$ cat src/rtl/adder_ctrl_pkg.sv
// Shared definitions for the serial slice adder controller: state encoding
// and the counter-width helper.
package adder_ctrl_pkg;

  localparam logic [1:0] ST_IDLE = 2'd0;
  localparam logic [1:0] ST_RUN  = 2'd1;
  localparam logic [1:0] ST_DONE = 2'd2;

  typedef enum logic [1:0] {
    S_IDLE = ST_IDLE,
    S_RUN  = ST_RUN,
    S_DONE = ST_DONE
  } state_t;

  // Ceiling log2; clog2(1) == 0, so callers clamp to a minimum width of 1.
  function automatic int clog2(input int value);
    int result;
    int remaining;
    result    = 0;
    remaining = value - 1;
    while (remaining > 0) begin
      result++;
      remaining = remaining >> 1;
    end
    return result;
  endfunction

endpackage

$ cat src/rtl/RCA_2bit_slice.sv
// One ADDER_WIDTH-bit adder slice: both carry-in cases are summed in
// parallel and the incoming carry selects between them.
module RCA_2bit_slice #(
  parameter int ADDER_WIDTH = 2
) (
  input  logic [ADDER_WIDTH-1:0] iA,
  input  logic [ADDER_WIDTH-1:0] iB,
  input  logic                   iCarry,
  output logic [ADDER_WIDTH-1:0] oSum,
  output logic                   oCarry
);

  logic [ADDER_WIDTH:0] sum_c0;
  logic [ADDER_WIDTH:0] sum_c1;

  assign sum_c0 = {1'b0, iA} + {1'b0, iB};
  assign sum_c1 = {1'b0, iA} + {1'b0, iB} + {{ADDER_WIDTH{1'b0}}, 1'b1};

  assign {oCarry, oSum} = iCarry ? sum_c1 : sum_c0;

endmodule

$ cat src/rtl/serial_slice_adder_ctrl.sv
// Wide adder built by time-multiplexing one SLICE_WIDTH-bit slice over
// NUM_SLICES cycles, least significant slice first.
module serial_slice_adder_ctrl
  import adder_ctrl_pkg::*;
#(
  parameter int OPERAND_WIDTH = 16,
  parameter int SLICE_WIDTH   = 2
) (
  input  logic                     iClk,
  input  logic                     iRst_n,
  input  logic [OPERAND_WIDTH-1:0] iA,
  input  logic [OPERAND_WIDTH-1:0] iB,
  input  logic                     iCarry,
  input  logic                     iValid,
  output logic                     oReady,
  output logic [OPERAND_WIDTH-1:0] oSum,
  output logic                     oCarry,
  output logic                     oValid,
  input  logic                     iReady,
  output logic                     oBusy,
  output logic [1:0]               oState
);

  // Handshakes: a transfer happens on a rising edge where valid and ready
  // are both high; a producer holds its payload and valid until then.
  // oReady and oValid are pure decodes of the state register.

  localparam int NUM_SLICES = OPERAND_WIDTH / SLICE_WIDTH;
  localparam int CNT_W      = (clog2(NUM_SLICES) > 1) ? clog2(NUM_SLICES) : 1;
  localparam logic [CNT_W-1:0] LAST_SLICE = CNT_W'(NUM_SLICES - 1);

  if ((SLICE_WIDTH < 1) || (OPERAND_WIDTH < SLICE_WIDTH) ||
      ((OPERAND_WIDTH % SLICE_WIDTH) != 0)) begin : g_bad_width
    $error("OPERAND_WIDTH must be a positive multiple of SLICE_WIDTH");
  end

  state_t                   state;
  logic [OPERAND_WIDTH-1:0] a_reg;
  logic [OPERAND_WIDTH-1:0] b_reg;
  logic [OPERAND_WIDTH-1:0] sum_reg;
  logic                     carry_reg;
  logic [CNT_W-1:0]         cnt;

  logic [SLICE_WIDTH-1:0]   slice_sum;
  logic                     slice_carry;
  logic [OPERAND_WIDTH-1:0] sum_next;

  RCA_2bit_slice #(
    .ADDER_WIDTH (SLICE_WIDTH)
  ) u_slice (
    .iA     (a_reg[SLICE_WIDTH-1:0]),
    .iB     (b_reg[SLICE_WIDTH-1:0]),
    .iCarry (carry_reg),
    .oSum   (slice_sum),
    .oCarry (slice_carry)
  );

  // New slice enters at the MSB end; after NUM_SLICES shifts the first
  // slice computed has arrived at bit 0. Also correct when NUM_SLICES == 1.
  assign sum_next = (sum_reg >> SLICE_WIDTH) |
                    (OPERAND_WIDTH'(slice_sum) << (OPERAND_WIDTH - SLICE_WIDTH));

  always_ff @(posedge iClk or negedge iRst_n) begin
    if (!iRst_n) begin
      state     <= S_IDLE;
      a_reg     <= '0;
      b_reg     <= '0;
      sum_reg   <= '0;
      carry_reg <= 1'b0;
      cnt       <= '0;
    end else begin
      case (state)
        S_IDLE: begin
          if (iValid) begin
            a_reg     <= iA;
            b_reg     <= iB;
            carry_reg <= iCarry;
            cnt       <= '0;
            state     <= S_RUN;
          end
        end
        S_RUN: begin
          a_reg     <= a_reg >> SLICE_WIDTH;
          b_reg     <= b_reg >> SLICE_WIDTH;
          sum_reg   <= sum_next;
          carry_reg <= slice_carry;
          cnt       <= cnt + CNT_W'(1);
          if (cnt == LAST_SLICE) begin
            state <= S_DONE;
          end
        end
        S_DONE: begin
          if (iReady) begin
            state <= S_IDLE;
          end
        end
        default: begin
          state <= S_IDLE;
        end
      endcase
    end
  end

  assign oReady = (state == S_IDLE);
  assign oValid = (state == S_DONE);
  assign oBusy  = (state == S_RUN) || (state == S_DONE);
  assign oSum   = sum_reg;
  assign oCarry = carry_reg;
  assign oState = state;

endmodule

$ cat config.mk
export PLATFORM = sky130hd
export DESIGN_NAME = serial_slice_adder_ctrl
export DESIGN_NICKNAME = d
export VERILOG_FILES = /design/src/rtl/adder_ctrl_pkg.sv /design/src/rtl/RCA_2bit_slice.sv /design/src/rtl/serial_slice_adder_ctrl.sv
export SDC_FILE = /design/constraint.sdc
export NUM_CORES = 1
export LEC_CHECK = 0
export ABC_AREA = 1
export CAP_MARGIN = 0
export CORE_ASPECT_RATIO = 1.4
export CORE_MARGIN = 1.5
export CORE_UTILIZATION = 36
export CTS_CLUSTER_SIZE = 24
export DETAILED_ROUTE_END_ITERATION = 10
export GPL_ROUTABILITY_DRIVEN = 0
export GPL_TIMING_DRIVEN = 1
export REMOVE_ABC_BUFFERS = 1
export SLEW_MARGIN = 20
export SYNTH_ARGS = -nofsm -noshare
export SYNTH_HDL_FRONTEND = slang
export SYNTH_HIERARCHICAL = 1
export SYNTH_SLANG_ARGS = --single-unit
export TNS_END_PERCENT = 1
$ cat constraint.sdc
create_clock -name iClk -period 1.7 [get_ports iClk]
set_input_delay 0.17 -clock iClk [delete_from_list [all_inputs] [get_ports iClk]]
set_output_delay 0.17 -clock iClk [all_outputs]
set_load 0.02 [all_outputs]
## After elaboration in Yosys (flattened, before gate mapping)

Cells that the tools add are included.

| word-level totals | value |
|---|---|
| output and inout port bits | 22 |
| register bits | 54 |
| input port bits | 37 |

| cells by class | value |
|---|---|
| muxes and demuxes | 13 |
| eq/ne operators | 6 |
| add/sub/neg operators | 3 |
| bitwise gates (word level) | 1 |
| reduce and logical (&&, ||, !) cells | 5 |

Operator list:

| kind | count |
|---|---|
| one-hot mux 16 bit (2 select lines) | 2 |
| two-way mux 16 bit | 2 |
| bitwise OR 14 x 16 -> 16 bit | 1 |
| adder 3 x 1 -> 3 bit, second input constant | 2 |
| two-way mux 2 bit | 3 |
| two-way mux 3 bit | 2 |
| one-hot mux 2 bit (3 select lines) | 1 |
| one-hot mux 3 bit (2 select lines) | 1 |
| != test 2 bit, second input constant | 2 |
| adder 2 x 2 -> 3 bit | 1 |
| equality test 3 bit, second input constant | 1 |
| AND reduction 3 bit | 1 |
| equality test 2 x 1 -> 1 bit, second input constant | 1 |
| equality test 2 bit, second input constant | 1 |
| zero test 2 bit | 1 |
| != test 2 x 1 -> 1 bit, second input constant | 1 |
| one-hot mux 1 bit (2 select lines) | 1 |
| AND reduction 2 bit | 1 |
| nonzero test 2 bit | 1 |
| logical OR 1 bit | 1 |
| two-way mux 1 bit | 1 |

## Logic depth before layout (Yosys ltp)

Gate-level depths: netlist of the first run.

| logic depth | value |
|---|---|
| word-level depth | 4 |
| depth in mapped cells | 11 |
| depth with buffers taken out | 11 |

## Hierarchy

Netlist of the first run, hierarchy kept.

By module, submodules not included:

| module | times used | cells each | seq. area each (um^2) | area each (um^2) |
|---|---|---|---|---|
| serial_slice_adder_ctrl | 1 | 342 | 1,351.3 | 2,590.0 |
| RCA_2bit_slice | 1 | 13 | 0.0 | 90.1 |

## Worst setup path before layout of the first run

OpenSTA, ideal clock, no wires.

| path | value |
|---|---|
| kind | reg-to-reg |
| start point | register a_reg[0] |
| end point | register carry_reg, in the netlist oCarry |
| clock period less this slack | 1.697 ns |
| data arrival time | 1.580 ns |
| setup slack | 0.003 ns |
| required time | 1.583 ns |
| stages on the path, launching flop included | 12 |
| cell sequence | dfrtp_1 -> ha_1 -> fa_1 -> ha_1 -> nand2_1 -> nand2_1 -> nand2_1 -> inv_1 -> nand2_1 -> nand2_1 -> nand2_1 -> nand2_1 |

| on the way | value |
|---|---|
| cells in the longest elaborated chain, start to end | 4 |

Ends and longest elaborated chain:

| item | RTL line | RTL |
|---|---|---|
| start: declaration | serial_slice_adder_ctrl.sv:38 | `logic [OPERAND_WIDTH-1:0] a_reg;` |
| start signal: assignment | serial_slice_adder_ctrl.sv:75 | `a_reg <= iA;` |
| start signal: assignment | serial_slice_adder_ctrl.sv:83 | `a_reg <= a_reg >> SLICE_WIDTH;` |
| adder 2 x 2 -> 3 bit (*) | RCA_2bit_slice.sv:16, RCA_2bit_slice.sv:17 |  |
| adder 3 x 1 -> 3 bit | RCA_2bit_slice.sv:17 | `assign sum_c1 = {1'b0, iA} + {1'b0, iB} + {{ADDER_WIDTH{1'b0}}, 1'b1};` |
| two-way mux 3 bit (*) | RCA_2bit_slice.sv:19 | `assign {oCarry, oSum} = iCarry ? sum_c1 : sum_c0;` |
| via slice_carry | serial_slice_adder_ctrl.sv:45 | `logic slice_carry;` |
| one-hot mux 1 bit (2 select lines) (*) | serial_slice_adder_ctrl.sv:72 | `case (state)` |
| end signal: assignment | serial_slice_adder_ctrl.sv:77 | `carry_reg <= iCarry;` |
| end signal: assignment | serial_slice_adder_ctrl.sv:86 | `carry_reg <= slice_carry;` |
| end: declaration | serial_slice_adder_ctrl.sv:41 | `logic carry_reg;` |

Mark *: on every way through the listed nets, which the timed path passes. The rest lies on a longest branch.
A chain may end at the register's enable or synchronous reset.

## Worst setup path in the final report of the first run

| path | value |
|---|---|
| start point | register b_reg[0] |
| end point | register carry_reg, in the netlist oCarry |

| on the way | value |
|---|---|
| cells in the longest elaborated chain, start to end | 4 |

Ends and longest elaborated chain:

| item | RTL line | RTL |
|---|---|---|
| start: declaration | serial_slice_adder_ctrl.sv:39 | `logic [OPERAND_WIDTH-1:0] b_reg;` |
| start signal: assignment | serial_slice_adder_ctrl.sv:76 | `b_reg <= iB;` |
| start signal: assignment | serial_slice_adder_ctrl.sv:84 | `b_reg <= b_reg >> SLICE_WIDTH;` |
| adder 2 x 2 -> 3 bit (*) | RCA_2bit_slice.sv:16, RCA_2bit_slice.sv:17 |  |
| adder 3 x 1 -> 3 bit | RCA_2bit_slice.sv:17 |  |
| two-way mux 3 bit (*) | RCA_2bit_slice.sv:19 |  |
| via slice_carry | serial_slice_adder_ctrl.sv:45 |  |
| one-hot mux 1 bit (2 select lines) (*) | serial_slice_adder_ctrl.sv:72 |  |

Marked as above.

==> results of run 1 <==
[worst reg2reg max path, stage by stage, from the launching register on]
cell,delay [ns]
dfrtp_1,0.40
ha_2,0.19
fa_2,0.56
ha_4,0.14
nand3_1,0.06
nand2_1,0.08
inv_1,0.04
nand2_1,0.05
nand2_1,0.05
nand2_1,0.05
nand2_1,0.04
[routing by layer]
layer / vias up / part of all wire / global-route usage / routed length (um)
li1: 1212 / - / - / -
met4: 0 / 0.019 / 0.06746 / 112
met2: 66 / 0.50 / 0.2741 / 2938
met1: 1111 / 0.44 / 0.1930 / 2571
met5: - / 0 / 0 / 0
met3: 10 / 0.045 / 0.02445 / 263
[synthesized netlist by cell type]
| cell type | count |
|---|---|
| buf_1 | 1 |
| buf_6 | 2 |
| buf_2 | 11 |
| ha_1 | 8 |
| nand2_4 | 1 |
| nand2_2 | 2 |
| fa_1 | 1 |
| nand3_1 | 41 |
| nand2_1 | 203 |
| clkbuf_1 | 5 |
| nand4_1 | 2 |
| inv_1 | 14 |
| xor2_1 | 1 |
| dfrtp_1 | 54 |
| inv_2 | 1 |
| o21ai_0 | 8 |
[metrics by stage]
step,utilization,setup WS [ns]
6_report,0.4886,-0.06189
5_1_grt,0.4886,-0.1683
4_1_cts,0.4868,-0.05378
3_5_place_dp,0.4681,-0.07717
3_3_place_gp,0.4681,-0.03167
2_1_floorplan,-,-0.8464
[layout by cell type, fill, tap and decap left out]
| cell | netlist | routed |
|---|---|---|
| buf_12 | 0 | 2 |
| buf_2 | 11 | 1 |
| buf_4 | 0 | 12 |
| bufinv_16 | 0 | 1 |
| clkbuf_8 | 0 | 6 |
| clkdlybuf4s50_1 | 0 | 54 |
| dfrtp_1 | 54 | 54 |
| dlygate4sd2_1 | 0 | 3 |
| dlygate4sd3_1 | 0 | 1 |
| fa_2 | 0 | 1 |
| ha_1 | 8 | 5 |
| ha_2 | 0 | 2 |
| ha_4 | 0 | 1 |
| inv_1 | 14 | 14 |
| inv_4 | 0 | 1 |
| nand2_1 | 203 | 202 |
| nand2_2 | 2 | 3 |
| nand2_4 | 1 | 1 |
| nand3_1 | 41 | 41 |
| nand4_1 | 2 | 2 |
| o21ai_0 | 8 | 7 |
| o21ai_1 | 0 | 1 |
| xor2_1 | 1 | 1 |
[area by class of cell]
| class | instances | area (sq um) | area share |
|---|---|---|---|
| Sequential cell | 54 | 1351 | 0.3806 |
| Tap cell | 97 | 121.4 | 0.03418 |
| Multi-Input combinational cell | 267 | 1195 | 0.3365 |
| Clock buffer | 6 | 82.58 | 0.02326 |
| Inverter | 15 | 58.81 | 0.01656 |
| Timing Repair Buffer | 73 | 711.9 | 0.2005 |
| Clock inverter | 1 | 30.03 | 0.008457 |
[worst max path at each step]
stage / from / slack (ns) / cells after the start / end
finish: b_reg[0] / -0.06 / 10 / oCarry
floorplan: oState[1] / -0.85 / 6 / a_reg[0]
CTS: b_reg[0] / -0.05 / 11 / oCarry
global placement: a_reg[0] / -0.03 / 11 / oCarry
global route: a_reg[0] / -0.17 / 11 / oCarry
detailed placement: a_reg[0] / -0.08 / 11 / oCarry
[power by group through the flow]
stage          clock network [mW]  logic, mW  registers, mW
2_1_floorplan                   0       1.72           2.40
3_3_place_gp                    0       3.08           2.22
3_5_place_dp                    0       3.14           2.24
4_1_cts                     0.917       3.19           2.21
5_1_grt                     0.967       3.62           2.29
6_report                    0.886       3.18           2.21
[cell families (layout without fill, tap and decap cells)]
family          after synthesis  in the layout  synth area share
xor+xnor                      1              1          0.003269
compound gates                8              8           0.01494
buf+inv                      34             95           0.05835
simple gates                249            249            0.3744
fa+ha+maj                     9              9           0.04482
flops                        54             54            0.5042
[what timing repair did]
| action | in CTS | in global routing |
|---|---|---|
| hold endpoints to repair | 54 | 0 |
| resized for setup | 8 | 2 |
| setup endpoints to repair | 9 | 2 |
| hold buffers | 1 | 0 |
| pin swaps | 2 | 0 |
| buffers inserted | 0 | 1 |
==> qor.yml, run 1 <==
status: "complete, but fails checks"
failed_checks: "setup timing"
synthCells: 355
dieArea_sq_mm: 0.007978
switchingPower_mw: 2.612
placed_cell_area_sq_mm: 0.003402
drt_wl_total_um: 5884
power_frac_seq: 0.352
reg2reg_slack_ns: -0.06
yosys_warnings: 6
cp_common_cell: "nand2_1"
ir_drop_v: 0.001312
dp_hpwl_um: 3817
critical_path.slowest_cell: "fa_2"
rr_startpoint: "b_reg[0]"
htree_levels: 2
fill_cells: 759
cp_num_buf_inv: 1
total_leakage_power_nw: 1.897
drive_gt1_frac: 0.07452
fin_area_sq_mm: 0.003551
drtIter0Drc: 125
vias: 2399
crit_chain: "ha_2, fa_2, ha_4, nand3_1, nand2_1, inv_1, nand2_1, nand2_1, nand2_1, nand2_1"
skew_ns: 0.007636
place_inst: 504
power_report.internal_total_mw: 3.670
p_total_mw: 6.281
crit_type: "register to register"
clk-insertion-delay-late_ns: 0.31
clock_path_buffers: 2
synth_area_leaders: "dfrtp_1, nand2_1, nand3_1"
diodes: 0
grt_usage: 0.1577
worst_slew_pin_slew_ns: 0.4437
stdcell_count: 513
p_sw_frac: 0.4158
power_density_mw_per_mm2: 1769
cts_made_buffers: 5
rsz0062_at_grt: "yes"
rows: 37
post_drt_wl_per_cell_um: 11.47
slew_headroom: 0.7042
layout_setup_ws_ns: -0.06189
avgSynthCellArea_sq_um: 7.549
drv_cap: 0
firstDrtPassIters: 4
area_growth_pct: 32.49
cp.required_ns: 1.90
holdWs_ns: 0.3652
ios: 59
grt_pass1_wl_um: 10340
synth_largest_area_cell: "dfrtp_1"
ff2ff_path_depth: 10
cts_sinks: 54
critPathMaxStageDelay_ns: 0.56
overflow: 0
slew_violations: 0
seq_area_frac_synth: 0.5042
initial_utilization: 0.3687
synth_cell_types: 16
io_buffers: 58
cp-start-kind: "register"
crit_arrival_ns: 1.97
core_sq_mm: 0.007268
fin_crit_sh: 1.036
finalHoldViolations: 0
pwr-share-comb: 0.507
setup_viol: 2
synthesis.area_sq_mm: 0.002680
grt_max_degree: 55
clock.fmax_mhz: 567.6
hp-class: "primary input to async pin"
synth.top_cell.area_share: 0.5042
nNetsFinal: 462
drc_errors: 0
crit_family: "adder cells"
viasPerCell: 4.676
fin_crit_ns: 1.762
r2r-end: "oCarry"
antenna_found_initial: 0
fp.dieH_um: 105.1
cp-end-kind: "register"
clk_pin_slew_ns: 0.09
fin_setup_tns_ns: -0.07010
ys_ff_latch: 54
grt_pass1_vias: 2368
root_buffer: "clkbuf_8"
die_x_um: 75.92
path_max_fanout: 2
cts_tree: "built"
ant_nets: 0
power.share.clock: 0.141
No activity file was read; power rests on OpenSTA's default activity.
==> inputs of run 2 (changes only) <==
HOLD_SLACK_MARGIN = 0.1   (was not set)
SYNTH_HIERARCHICAL = not set   (was 1)
==> qor.yml, run 2 <==
status: "completed"
ys_top_cells_by_count: "nand2_1, dfrtp_1, nand3_1, buf_2, inv_1"
cts_sinks: 54
cp-end-kind: "register"
grt_max_degree: 34
yosysMostFrequentCell: "nand2_1"
clk_pin_slew_ns: 0.09
final_cell_mix: "nand2_1, dfrtp_1, clkdlybuf4s50_1, nand3_1, inv_1"
reg2reg_slack_ns: 0.03
diodes: 0
firstDrtPassIters: 5
setup_viol: 0
drtIter0Drc: 116
htree_levels: 2
ir_drop_v: 0.0007269
path_max_fanout: 2
ant_nets: 0
synth_area_leaders: "dfrtp_1, nand2_1, nand3_1"
root_buffer: "clkbuf_8"
dp_hpwl_um: 4016
drv_cap: 0
finalHoldViolations: 0
holdWs_ns: 0.3659
fin_crit_sh: 0.9809
ff2ff_path_depth: 8
synth-main-ff-cell: "dfrtp_1"
slew_headroom: 0.6421
synth_largest_area_cell: "dfrtp_1"
clock.fmax_mhz: 599.7
synth_edf_count: 0
clock_path_buffers: 2
grt_pass1_vias: 2168
fp.dieH_um: 104.6
die_x_um: 75.57
grt_usage: 0.1568
layout_setup_ws_ns: 0.03241
fin_crit_ns: 1.668
drt_wl_total_um: 5771
rows: 36
rsz0062_at_grt: "yes"
io_buffers: 58
seq_area_frac_synth: 0.5092
core_sq_mm: 0.007072
cts_tree: "built"
drc_errors: 0
antenna_found_initial: 0
synth.top_cell.area_share: 0.5092
fill_cells: 737
skew_ns: 0.006817
crit_arrival_ns: 1.88
cp.required_ns: 1.91
r2r-end: "oCarry"
power_density_mw_per_mm2: 1694
nNetsFinal: 451
rr_startpoint: "a_reg[0]"
synth_cell_types: 17
area_growth_pct: 29.75
viasPerCell: 4.606
avgSynthCellArea_sq_um: 7.626
synthCells: 348
layout_commonest_cell: "nand2_1"
dieArea_sq_mm: 0.007903
post_drt_wl_per_cell_um: 11.50
place_ws_ns: 0.02939
post_cts_buffers: 0
ys_ff_latch: 54
vias: 2312
yosys_warnings: 0
ios: 59
cts_made_buffers: 5
grt_pass1_wl_um: 9735
cp-startpoint: "a_reg[0]"
slew_violations: 0
cp-start-kind: "register"
synthesis.area_sq_mm: 0.002654
drive_gt1_frac: 0.06634
clk-insertion-delay-late_ns: 0.31
hp-class: "primary input to async pin"
ys_async_sr_fraction: 1.000
cp-endpoint: "oCarry"
worst_slew_pin_slew_ns: 0.5368
total_leakage_power_nw: 1.811
crit_type: "register to register"
overflow: 0
initial_utilization: 0.3753
run 2: cell count changes after synthesis, moves of 2 or more:
cell | previous run | this run
o21ai_1 | 0 | 7
clkbuf_1 | 5 | 1
buf_4 | 0 | 2
nand2_1 | 203 | 190
buf_2 | 11 | 14
nor2_1 | 0 | 5
nand3_1 | 41 | 37
run 2: worst min path at each step:
stage	from	to	slack, ns	cells past startpoint
after floorplan	iRst_n	a_reg[0]	-0.13	0
after global placement	iRst_n	oSum[6]	0.18	1
after detailed placement	iRst_n	oSum[6]	0.18	1
after CTS	iRst_n	oSum[6]	0.38	2
after global routing	iRst_n	oSum[6]	0.40	2
final	iRst_n	oSum[6]	0.37	2
run 2: critical path, cell delays in order (launching register included):
cell and delay (ns):
dfrtp_1 0.40, ha_2 0.19, fa_1 0.50, ha_2 0.19
nand2_1 0.05, nand2_1 0.06, nand3_1 0.07, nand2_1 0.06
nand2_1 0.04
run 2: final cells by class:
type	count	area, sq um	area share
sequential	54	1351	0.3924
multi-input combinational	260	1145	0.3325
timing repair buffer	70	680.7	0.1977
tap	95	118.9	0.03452
clock buffer	7	86.33	0.02507
inverter	15	56.30	0.01635
clock inverter	1	5.005	0.001453
run 2: cells by family (layout without fill, tap and decap cells):
family | after synthesis | count (layout) | synth area share
flip-flops | 54 | 54 | 0.5092
AO/OA/AOI/OAI | 14 | 14 | 0.02640
buffers and inverters | 34 | 93 | 0.06317
adder cells (fa/ha/maj) | 8 | 8 | 0.04055
XOR/XNOR | 1 | 1 | 0.003301
AND/OR/NAND/NOR | 237 | 237 | 0.3574
run 2: per-stage QoR:
| step | area (sq um) | power, mW | utilization | setup TNS [ns] | cells |
|---|---|---|---|---|---|
| floorplan | 2542 | 3.993 | - | -39.44 | 329 |
| global placement | 3334 | 5.051 | 0.4715 | 0 | 493 |
| detailed placement | 3334 | 5.136 | 0.4715 | 0 | 493 |
| CTS | 3432 | 5.877 | 0.4853 | 0 | 502 |
| global route | 3443 | 6.403 | 0.4869 | -0.06258 | 502 |
| finish | 3443 | 5.832 | 0.4869 | 0 | 502 |
run 2: timing repair:
action / in CTS / in global routing
setup endpoints to repair: 3 / 3
pin swaps: 0 / 1
gates cloned: 0 / 0
resized for setup: 3 / 4
hold endpoints to repair: 21 / 0
hold buffers: 1 / 0
run 2: power breakdown:
part	internal [mW]	switching (mW)	leakage [nW]
Sequential	1.84	0.334	0.686
Combinational	1.20	1.72	1.08
Clock	0.330	0.410	0.0482
run 2: per-layer routing:
layer / part of all wire / up-vias / global-route usage
met1: 0.45 / 1067 / 0.1978
met3: 0.033 / 6 / 0.02025
met2: 0.50 / 46 / 0.2682
li1: - / 1193 / -
met5: 0 / - / 0
met4: 0.012 / 0 / 0.05357
==> inputs of run 3 (changes only) <==
SETUP_SLACK_MARGIN = 0.4   (was not set)
SKIP_LAST_GASP = 1   (was not set)
SYNTH_HIERARCHICAL = 1   (was not set)
==> qor.yml, run 3 (same netlist as run 1, synthesis figures left out) <==
fin_area_sq_mm: 0.003537
placed_cell_area_sq_mm: 0.003402
grt_usage: 0.1571
nNetsFinal: 462
grt_max_degree: 55
cp-start-kind: "register"
status: "complete, but fails checks"
ir_drop_v: 0.001303
viasPerCell: 4.676
r2r-end: "oCarry"
crit_type: "register to register"
fin_crit_ns: 1.758
ios: 59
dieArea_sq_mm: 0.007978
initial_utilization: 0.3687
cp.required_ns: 1.95
fin_crit_sh: 1.034
slew_headroom: 0.7029
clk_pin_slew_ns: 0.09
finalHoldViolations: 0
total_leakage_power_nw: 1.892
io_buffers: 58
worst_slew_pin_slew_ns: 0.4456
die_x_um: 75.92
area_growth_pct: 31.98
rr_startpoint: "b_reg[0]"
rows: 37
grt_pass1_wl_um: 10320
ff2ff_path_depth: 11
fin_setup_tns_ns: -0.1398
slew_violations: 0
setup_viol: 3
holdWs_ns: 0.3649
place_ws_ns: -0.07717
multi_input_area_sq_mm: 0.001180
cts_sinks: 54
power_density_mw_per_mm2: 1755
dp_hpwl_um: 3817
overflow: 0
clock_path_buffers: 2
path_max_fanout: 2
firstDrtPassIters: 4
rsz0062_at_grt: "yes"
crit_arrival_ns: 2.01
htree_levels: 2
core_sq_mm: 0.007268
root_buffer: "clkbuf_8"
drv_cap: 0
drtIter0Drc: 114
drc_errors: 0
antenna_found_initial: 0
hp-class: "primary input to async pin"
p_total_mw: 6.209
final_cell_mix: "nand2_1, clkdlybuf4s50_1, dfrtp_1, nand3_1, inv_1"
layout_setup_ws_ns: -0.05829
cts_tree: "built"
drt_wl_total_um: 5871
fill_cells: 759
grt_pass1_vias: 2368
ff_latch_area_sq_mm: 0.001351
cts_made_buffers: 5
ant_nets: 0
clock.fmax_mhz: 568.7
layout_commonest_cell: "nand2_1"
reg2reg_slack_ns: -0.06
diodes: 0
fp.dieH_um: 105.1
vias: 2399
clk-insertion-delay-late_ns: 0.31
post_drt_wl_per_cell_um: 11.44
failed_checks: "setup timing"
drive_gt1_frac: 0.06971
skew_ns: 0.007106
cp-end-kind: "register"
==> run 3: power breakdown <==
part / switching, mW / internal, mW / total (mW)
clock network: 0.413 / 0.472 / 0.885
logic: 1.82 / 1.29 / 3.11
registers: 0.344 / 1.87 / 2.21
==> run 3: worst max path at each step <==
stage,from,to,depth (start not counted)
2_1_floorplan,oState[1],a_reg[0],6
3_3_place_gp,a_reg[0],oCarry,11
3_5_place_dp,a_reg[0],oCarry,11
4_1_cts,b_reg[0],oCarry,11
5_1_grt,a_reg[0],oCarry,11
6_report,b_reg[0],oCarry,11
==> run 3: layout make-up <==
type / count / share of cell area
inverter: 15 / 0.01663
clock inverter: 1 / 0.008490
multi-input combinational: 267 / 0.3336
timing repair buffer: 73 / 0.2016
clock buffer: 6 / 0.02335
tap: 97 / 0.03431
sequential: 54 / 0.3820
==> run 3: worst max-delay path, stage by stage, from the launching register on <==
cell and delay, ns:
dfrtp_1 0.40, ha_2 0.19, fa_1 0.51, ha_2 0.18, nand2_1 0.05, nand2_1 0.06, nand2_1 0.05, inv_1 0.04
nand2_1 0.04, nand2_1 0.06, nand2_1 0.05, nand2_1 0.06
==> run 3: layer usage <==
layer  vias up  track usage  wire, um
met2        72       0.2722      2920
li1       1213            -         -
met4         0      0.06746       112
met1      1104       0.1930      2564
met3        10      0.02445       274
met5         -            0         0
==> run 3: timing repair <==
action                                  in CTS  in global routing
resized for setup                            5                  2
hold buffers                                 1                  0
pin swaps                                    5                  1
hold endpoints to repair                    54                  0
endpoints found under the setup margin      76                 76
buffers inserted                             0                  1
==> run 3: stage by stage <==
step,instances,util
2_1_floorplan,336,-
3_3_place_gp,504,0.4681
3_5_place_dp,504,0.4681
4_1_cts,512,0.4853
5_1_grt,513,0.4867
6_report,513,0.4867
